==> src/rtl/prism_pkg.sv <==
// Shared types and constants for the prism scene sequencer.
package prism_pkg;

    // Width of the animation phase accumulator (wraps mod 1024).
    localparam int PHASE_W = 10;

    // Full-brightness fade level; 0 is black.
    localparam logic [2:0] FADE_MAX = 3'd7;

    // Scene scheduling states.
    typedef enum logic [1:0] {
        HOLD     = 2'd0,
        FADE_OUT = 2'd1,
        SWITCH   = 2'd2,
        FADE_IN  = 2'd3
    } state_t;

endpackage

==> src/rtl/prism_frame_tick.sv <==
// Vsync polarity fix, vsync/step edge detection and frame-advance strobe.
module prism_frame_tick #(
    parameter bit VSYNC_ACTIVE_LOW = 1'b1
) (
    input  logic clk,
    input  logic reset,
    input  logic vsync,
    input  logic pause,
    input  logic step,
    output logic frame_tick,
    output logic adv
);

    logic vs_act;
    logic vs_act_q;
    logic step_q;
    logic tick;
    logic step_rise;

    assign vs_act    = vsync ^ VSYNC_ACTIVE_LOW;
    assign tick      = vs_act & ~vs_act_q;
    assign step_rise = step & ~step_q;

    // A step edge landing on a tick while paused still yields a single advance,
    // because only the step term is enabled while paused.
    assign adv = (tick & ~pause) | (step_rise & pause);

    // Edge-detect history and the registered frame pulse.
    always_ff @(posedge clk) begin
        // NOTE: non-blocking assignments so every flop samples pre-edge values,
        // independent of statement order inside the block.
        if (reset) begin
            vs_act_q   <= 1'b0;
            step_q     <= 1'b0;
            frame_tick <= 1'b0;
        end else begin
            vs_act_q   <= vs_act;
            step_q     <= step;
            frame_tick <= tick;
        end
    end

endmodule

==> src/rtl/prism_scene_sequencer.sv <==
// Frame-rate controller: animation phase, timed/manual scene scheduling and
// crossfade level for the prism VGA demo. Single clock domain.
module prism_scene_sequencer
    import prism_pkg::*;
#(
    parameter int NUM_SCENES       = 3,
    parameter int SCENE_FRAMES     = 240,
    parameter int FADE_DIV         = 4,
    parameter bit VSYNC_ACTIVE_LOW = 1'b1
) (
    input  logic               clk,
    input  logic               reset,
    input  logic               vsync,
    input  logic               pause,
    input  logic               step,
    input  logic [1:0]         speed,
    input  logic               reverse,
    input  logic               auto_cycle,
    input  logic [1:0]         scene_sel,
    output logic               frame_tick,
    output logic [PHASE_W-1:0] phase,
    output logic [1:0]         scene,
    output logic [2:0]         fade,
    output logic               scene_changed
);

    localparam int DWELL_W = (SCENE_FRAMES > 1) ? $clog2(SCENE_FRAMES) : 1;
    localparam int DIV_W   = (FADE_DIV > 1) ? $clog2(FADE_DIV) : 1;
    localparam logic [1:0] LAST_SCENE = 2'(NUM_SCENES - 1);

    state_t             state;
    state_t             state_next;
    logic               adv;
    logic [DWELL_W-1:0] dwell;
    logic [DIV_W-1:0]   div_cnt;
    logic [1:0]         target;
    logic [1:0]         target_in;
    logic [1:0]         next_scene;
    logic [PHASE_W-1:0] phase_inc;
    logic               sel_valid;
    logic               dwell_done;
    logic               div_done;
    logic               fade_step;
    logic               load_target;
    logic               fade_dec;
    logic               fade_inc;
    logic               do_switch;

    prism_frame_tick #(
        .VSYNC_ACTIVE_LOW(VSYNC_ACTIVE_LOW)
    ) u_frame_tick (
        .clk        (clk),
        .reset      (reset),
        .vsync      (vsync),
        .pause      (pause),
        .step       (step),
        .frame_tick (frame_tick),
        .adv        (adv)
    );

    assign phase_inc  = PHASE_W'(1) << speed;
    assign sel_valid  = int'(scene_sel) < NUM_SCENES;
    assign dwell_done = (dwell == DWELL_W'(SCENE_FRAMES - 1));
    assign div_done   = (div_cnt == DIV_W'(FADE_DIV - 1));
    assign fade_step  = adv & div_done;
    assign next_scene = (scene == LAST_SCENE) ? 2'd0 : scene + 2'd1;

    // State register.
    always_ff @(posedge clk) begin
        if (reset) state <= HOLD;
        else       state <= state_next;
    end

    // Next-state logic; SWITCH is the only state that moves without an advance.
    always_comb begin
        // NOTE: default assignment first so no path leaves state_next unassigned,
        // which would otherwise infer a latch.
        state_next = state;
        case (state)
            HOLD: begin
                if (adv) begin
                    if (auto_cycle) begin
                        if (dwell_done) state_next = FADE_OUT;
                    end else if (sel_valid && (scene_sel != scene)) begin
                        state_next = FADE_OUT;
                    end
                end
            end
            FADE_OUT: if (fade_step && (fade == 3'd1))           state_next = SWITCH;
            SWITCH:                                               state_next = FADE_IN;
            FADE_IN:  if (fade_step && (fade == FADE_MAX - 3'd1)) state_next = HOLD;
            default:                                              state_next = HOLD;
        endcase
    end

    // Per-state control strobes for the datapath.
    always_comb begin
        load_target = (state == HOLD) && (state_next == FADE_OUT);
        fade_dec    = (state == FADE_OUT) && fade_step;
        fade_inc    = (state == FADE_IN) && fade_step;
        do_switch   = (state == SWITCH);
        target_in   = auto_cycle ? next_scene : scene_sel;
    end

    // Phase accumulator, dwell/fade counters, scene and target registers.
    always_ff @(posedge clk) begin
        if (reset) begin
            phase         <= '0;
            scene         <= 2'd0;
            fade          <= FADE_MAX;
            dwell         <= '0;
            div_cnt       <= '0;
            target        <= 2'd0;
            scene_changed <= 1'b0;
        end else begin
            if (adv) begin
                phase <= reverse ? (phase - phase_inc) : (phase + phase_inc);
            end

            // Dwell only counts in timed HOLD; leaving auto mode clears it.
            if ((state != HOLD) || !auto_cycle || load_target) begin
                dwell <= '0;
            end else if (adv) begin
                dwell <= dwell + DWELL_W'(1);
            end

            // The fade divider restarts on every state entry.
            if (state_next != state) begin
                div_cnt <= '0;
            end else if (adv && ((state == FADE_OUT) || (state == FADE_IN))) begin
                div_cnt <= div_done ? '0 : div_cnt + DIV_W'(1);
            end

            if (load_target) target <= target_in;
            if (fade_dec)    fade   <= fade - 3'd1;
            if (fade_inc)    fade   <= fade + 3'd1;
            if (do_switch)   scene  <= target;

            scene_changed <= do_switch;
        end
    end

endmodule

==> config.mk <==
export PLATFORM = sky130hd
export DESIGN_NAME = prism_scene_sequencer
export DESIGN_NICKNAME = d
export VERILOG_FILES = /design/src/rtl/prism_pkg.sv /design/src/rtl/prism_frame_tick.sv /design/src/rtl/prism_scene_sequencer.sv
export SDC_FILE = /design/constraint.sdc
export NUM_CORES = 1
export LEC_CHECK = 0
export ABC_CLOCK_PERIOD_IN_PS = 3100
export BUFFER_PORTS_ARGS = -buffer_cell sky130_fd_sc_hd__buf_2
export CAP_MARGIN = 20
export CORE_ASPECT_RATIO = 0.6
export CORE_MARGIN = 10
export CORE_UTILIZATION = 40
export CTS_CLUSTER_DIAMETER = 30
export DETAILED_ROUTE_END_ITERATION = 8
export PLACE_DENSITY = 0.58
export SYNTH_ARGS = -nofsm -noshare
export SYNTH_HDL_FRONTEND = slang
export SYNTH_HIERARCHICAL = 1
export SYNTH_SLANG_ARGS = --single-unit
==> constraint.sdc <==
create_clock -name clk -period 3.1 [get_ports clk]
set_input_delay 0.31 -clock clk [delete_from_list [all_inputs] [get_ports clk]]
set_output_delay 0.31 -clock clk [all_outputs]
set_load 0.01 [all_outputs]
Word level (Yosys, flattened, before mapping)
Index checks and enable logic that the tools add are counted.
{"block": "op_classes", "addsub": 7, "n_mul": 0, "n_div": 0, "n_lt_le_gt_ge": 1, "n_eq_ne": 11, "shift": 1, "muxes": 13, "bitwise_logic": 10, "reduce_logical": 16}
{"cell": "two-way mux 2 bit", "n": 9}
{"cell": "adder 10 bit", "n": 1}
{"cell": "two-way mux 10 bit", "n": 1}
{"cell": "<< shifter 1 x 2 -> 10 bit, first input constant", "n": 1}
{"cell": "subtractor 10 bit", "n": 1}
{"cell": "adder 8 x 1 -> 8 bit, second input constant", "n": 1}
{"cell": "== test 2 bit, second input constant", "n": 4}
{"cell": "== test 8 bit, second input constant", "n": 1}
{"cell": "case mux 2 bit (4 select lines)", "n": 1}
{"cell": "logical AND 1 bit", "n": 7}
{"cell": "two-way mux 3 bit", "n": 2}
{"cell": "bitwise AND 1 bit", "n": 5}
{"cell": "adder 2 x 1 -> 2 bit, second input constant", "n": 2}
{"cell": "== test 2 x 1 -> 1 bit, second input constant", "n": 2}
{"cell": "inequality test 2 bit", "n": 2}
{"cell": "NOT 1 bit", "n": 4}
{"cell": "nonzero test 2 bit", "n": 2}
{"cell": "OR reduction 2 bit", "n": 2}
{"cell": "adder 3 x 1 -> 3 bit, second input constant", "n": 1}
{"cell": "== test 3 x 1 -> 1 bit, second input constant", "n": 1}
{"cell": "== test 3 bit, second input constant", "n": 1}
{"cell": "logical OR 1 bit", "n": 3}
{"cell": "subtractor 3 x 1 -> 3 bit, second input constant", "n": 1}
{"cell": "logical NOT 2 bit", "n": 1}
{"cell": "3 further kinds", "n": 3}
{"block": "totals", "reg_bits": 33, "latchBits": 0, "ramBits": 0, "romBits": 0, "output_inout_bits": 17, "word_cells": 70, "memories": 0}

Longest topological paths before layout
{"block": "logic_depth", "ltp_word": 12, "mapped_depth": 11, "ltp_nobuf": 11}

By module
Netlist, hierarchy kept.
{"module": "prism_scene_sequencer", "n_inst": 1, "cells_per_inst": 233, "area_per_inst_um2": 1935.6}
{"module": "prism_frame_tick", "n_inst": 1, "cells_per_inst": 8, "area_per_inst_um2": 95.1}

Least setup slack after synthesis
No wires, ideal clock.
{"block": "synth_timing", "path_kind": "input port to flip-flop", "startpoint": "in speed[0]", "endpoint": "reg phase[9]", "setup_time_ns": 0.082, "arrival_ns": 2.473, "path_slack_ns": 0.545, "cell_stages": 10, "cell_sequence": "or2_2 > ha_1 > mux2_2 > inv_1 > ha_1 > nor2b_1 > o31a_1 > o31ai_4 > mux2_2 > o2111ai_1"}
{"block": "synth_between", "elab_chain_len": 3, "elab_cells_between_ends": 4}
{"item": "start, declared", "line_no": "prism_scene_sequencer.sv:16", "source": "input logic [1:0] speed,"}
{"item": "<< shifter 1 x 2 -> 10 bit (*)", "line_no": "prism_scene_sequencer.sv:61", "source": "assign phase_inc = PHASE_W'(1) << speed;"}
{"item": "adder 10 bit or subtractor 10 bit (tied branches)", "line_no": "prism_scene_sequencer.sv:117", "source": "phase <= reverse ? (phase - phase_inc) : (phase + phase_inc);"}
{"item": "two-way mux 10 bit (*)", "line_no": "prism_scene_sequencer.sv:117"}
{"item": "end signal, assigned", "line_no": "prism_scene_sequencer.sv:117"}
{"item": "end, declared", "line_no": "prism_scene_sequencer.sv:21", "source": "output logic [PHASE_W-1:0] phase,"}
Every way passes the cells marked *; elsewhere a longest branch is shown, timed or not.
A chain may end at the register's enable or synchronous reset.

Final worst setup path
Ends and elaborated chain as after synthesis.

==> run_results.csv <==
group,metric,value,unit
grt,track_usage,11.0,%
clocking,clock_path_buffers,2,
grt,grt_pass1_vias,1557,
placed_design,io_buffers,27,
route,routed_wirelength,4700,um
synth,synth_xor_area_share,3.88,%
synth,synth-simple-area-share,22.8,%
synth,synthMuxAreaShare,5.18,%
cells_and_area,regArea,661,um2
synth,synth.most_common_cell,"dfxtp_1",
job,maxCapViolCount,0,
grt,grt_pass1_wl,7780,um
critical_path,cp_max_fo,4,
synth,synth.avg_cell_area,8.43,um2
grt,antenna_found_initial,0,
timing,hold_viol,0,
floorplanning,die_x,112,um
hold_path,hold_class,"primary input to register",
critical_path,end_kind,"register",
cells_and_area,drive_above_1_share,18.7,%
floorplanning,die_area,0.00842,mm2
synth,synth-seq-cells,33,
cells_and_area,final_cell_area,0.00235,mm2
synth,syn_inst,241,
timing,setup_tns,0,ns
timing,fmax,397,MHz
synth,yosysUniqueCellTypes,47,
route,dr.pass1.iters,4,
synth,synthFlopType,"dfxtp_1",
timing,slew_headroom,68.3,%
pwr,leakage,0.987,nW
floorplanning,core-area,0.00473,mm2
route,ant_nets,0,
clocking,cts_hold_buf,0,
synth,yosys.area.top_type,"dfxtp_1",
floorplanning,rows,19,
synth,synth_top_family_by_area,"simple AND/OR/NAND/NOR gates",
critical_path,crit_type,"primary input to register",
clocking,clkTransAtPathRegs,0.07,ns
grt,overflow,0,
synth,synth-warning-count,6,
synth,syn_nets,269,
timing,min_period,2.52,ns
critical_path,cp_data_arrival_time,2.72,ns
route,wl_per_cell,14.2,um
placed_design,gp_congestion,0.783,
cells_and_area,nFillCells,470,
clocking,cts.sinks,33,
floorplanning,fp.dieH,75.2,um
synth,ys_seq_area_share,32.5,%
clocking,clock_latency,0.29,ns
run_status,status,"complete, no violations",
route,route.detailed.drc,0,
timing,setup_viol,0,
placed_design,dp_hpwl,3550,um
synth,syn-cell-area,0.00203,mm2
synth,synth_commonest_cells,"33 x dfxtp_1, 28 x nor2_1, 17 x nand2_1, 16 x ha_1, 13 x a21oi_1",
cells_and_area,diodes,0,
synth,synth_edf_count,0,
cells_and_area,nets,295,
clocking,cts_resized,0,
critical_path,start_kind,"primary input",
synth,synth-compound-area-share,20.5,%
pwr,p_per_area,486,mW/mm2
timing,worstMarginPinSlew,0.469,ns
timing,fin_crit_sh,81.2,%
critical_path,crit_required,3.31,ns
route,dr.first_iter.drc_count,63,
timing,drv_slew,0,
clocking,cts_buffers,5,
clocking,cts_root_buf,"clkbuf_8",
synth,synthAdderAreaFrac,10.8,%
synth,synthDominantCellAreaShare,32.5,%
pwr,power,1.14,mW
clocking,cts_tree,"yes",
synth,yosys-top-cells-area,"dfxtp_1 33%, ha_1 9.9%, nor2_1 5.2%",
floorplanning,initial_core_util,42.9,%
cells_and_area,area_growth,15.7,%
placed_design,placed_cell_area,0.00223,mm2
synth,synth_async_sr_flop_share,0,%
clocking,htreeDepth,2,
route,num_vias,1788,
floorplanning,ios,28,
route,viasPerCell,5.40,
clocking,post_cts_buffers,0,
pwr,ir_worst_vdd,205,uV
timing,rsz0062_at_grt,"false",
grt,grt_max_degree,24,
timing,skew,0.00754,ns
cells_and_area,multi_input_area,0.00129,mm2
[layout by cell type (no fill, tap or decap), types with 2 or more instances in the layout]
| cell type | n |
|---|---|
| dfxtp_1 | 33 |
| nor2_1 | 28 |
| buf_2 | 27 |
| nand2_1 | 17 |
| ha_1 | 16 |
| a21oi_1 | 13 |
| nand3_1 | 12 |
| inv_1 | 11 |
| nor2b_1 | 9 |
| o21ai_0 | 7 |
| xnor2_1 | 6 |
| mux2i_1 | 6 |
| o21a_1 | 6 |
| nor3_1 | 6 |
| clkbuf_8 | 6 |
| mux2_2 | 4 |
| nand4_1 | 4 |
| xor2_1 | 3 |
| nand2b_1 | 3 |
| or3_1 | 3 |
| o311ai_0 | 3 |
| a211oi_1 | 3 |
| buf_4 | 3 |
| or2_2 | 2 |
| a21boi_0 | 2 |
| and4_1 | 2 |
| and3_1 | 2 |
| o31a_1 | 2 |
| o31ai_4 | 2 |
| nor3b_1 | 2 |
| a31oi_1 | 2 |
| o2111ai_1 | 2 |
| o21bai_1 | 2 |
| a21oi_2 | 2 |
| o211a_1 | 2 |
| o211ai_1 | 2 |
[final cells by class]
| type | count | share of cell area, % |
|---|---|---|
| multi-input cells | 185 | 55.0 |
| flip-flops and latches | 33 | 28.1 |
| repair buffers | 30 | 6.71 |
| clock buffers | 7 | 3.67 |
| well taps | 63 | 3.35 |
| inverters | 12 | 1.92 |
| clock inverters | 1 | 1.28 |
[through the flow]
step,worst slack [ns],hold WS [ns],utilization (%),cells
global route,0.478,0.259,49.7,331
floorplan,0.545,0.377,-,241
finish,0.584,0.256,49.7,331
detailed placement,0.294,0.450,47.2,323
global placement,0.349,0.451,47.2,323
CTS,0.589,0.246,49.7,331
[critical path, cell delays in order]
cell	delay, ns
buf_2	0.11
or2_2	0.30
ha_1	0.28
mux2_2	0.28
inv_1	0.06
ha_1	0.21
nor2b_1	0.14
o31a_1	0.32
o31ai_4	0.24
mux2_2	0.37
o2111ai_1	0.08
[per-layer routing]
layer / share of wire [%] / up-vias / global-route usage [%]
met5: 0 / - / 0
li1: - / 919 / -
met4: 0.49 / 0 / 2.10
met2: 35 / 47 / 14.6
met1: 59 / 816 / 16.5
met3: 5.6 / 6 / 3.65
[state kept, by name, indices dropped and copies added (netlist names)]
register	flops
target	2
scene_changed	1
u_frame_tick/step_q	1
scene	2
div_cnt	2
fade	3
state	2
dwell	8
phase	10
u_frame_tick/vs_act_q	1
u_frame_tick/frame_tick	1
[cells by family (layout without fill, tap and decap cells)]
logic type	count (synthesis)	count (layout)
xor gates and xnor gates	9	9
muxes	10	10
and+or+nand+nor	93	93
DFF	33	33
buffers and inverters	23	50
adders and majority gates	17	17
AOI/OAI and AO/OA	56	56
[report_power, final]
part	switching, mW	internal [mW]	leakage [nW]
combinational	0.144	0.105	0.660
sequential	0.0213	0.447	0.269
clock	0.161	0.262	0.0585
total	0.326	0.815	0.987
[final timing paths]
check                                from  slack (ns)  cells after the start               endpoint
worst min register to register  target[0]        0.47                      2              target[0]
worst min-delay path                vsync        0.26                      2  u_frame_tick/vs_act_q
worst max register to register   phase[0]        1.14                      7               phase[8]
worst max-delay path             speed[0]        0.58                     11               phase[9]
No activity file was read; power rests on OpenSTA's default activity.
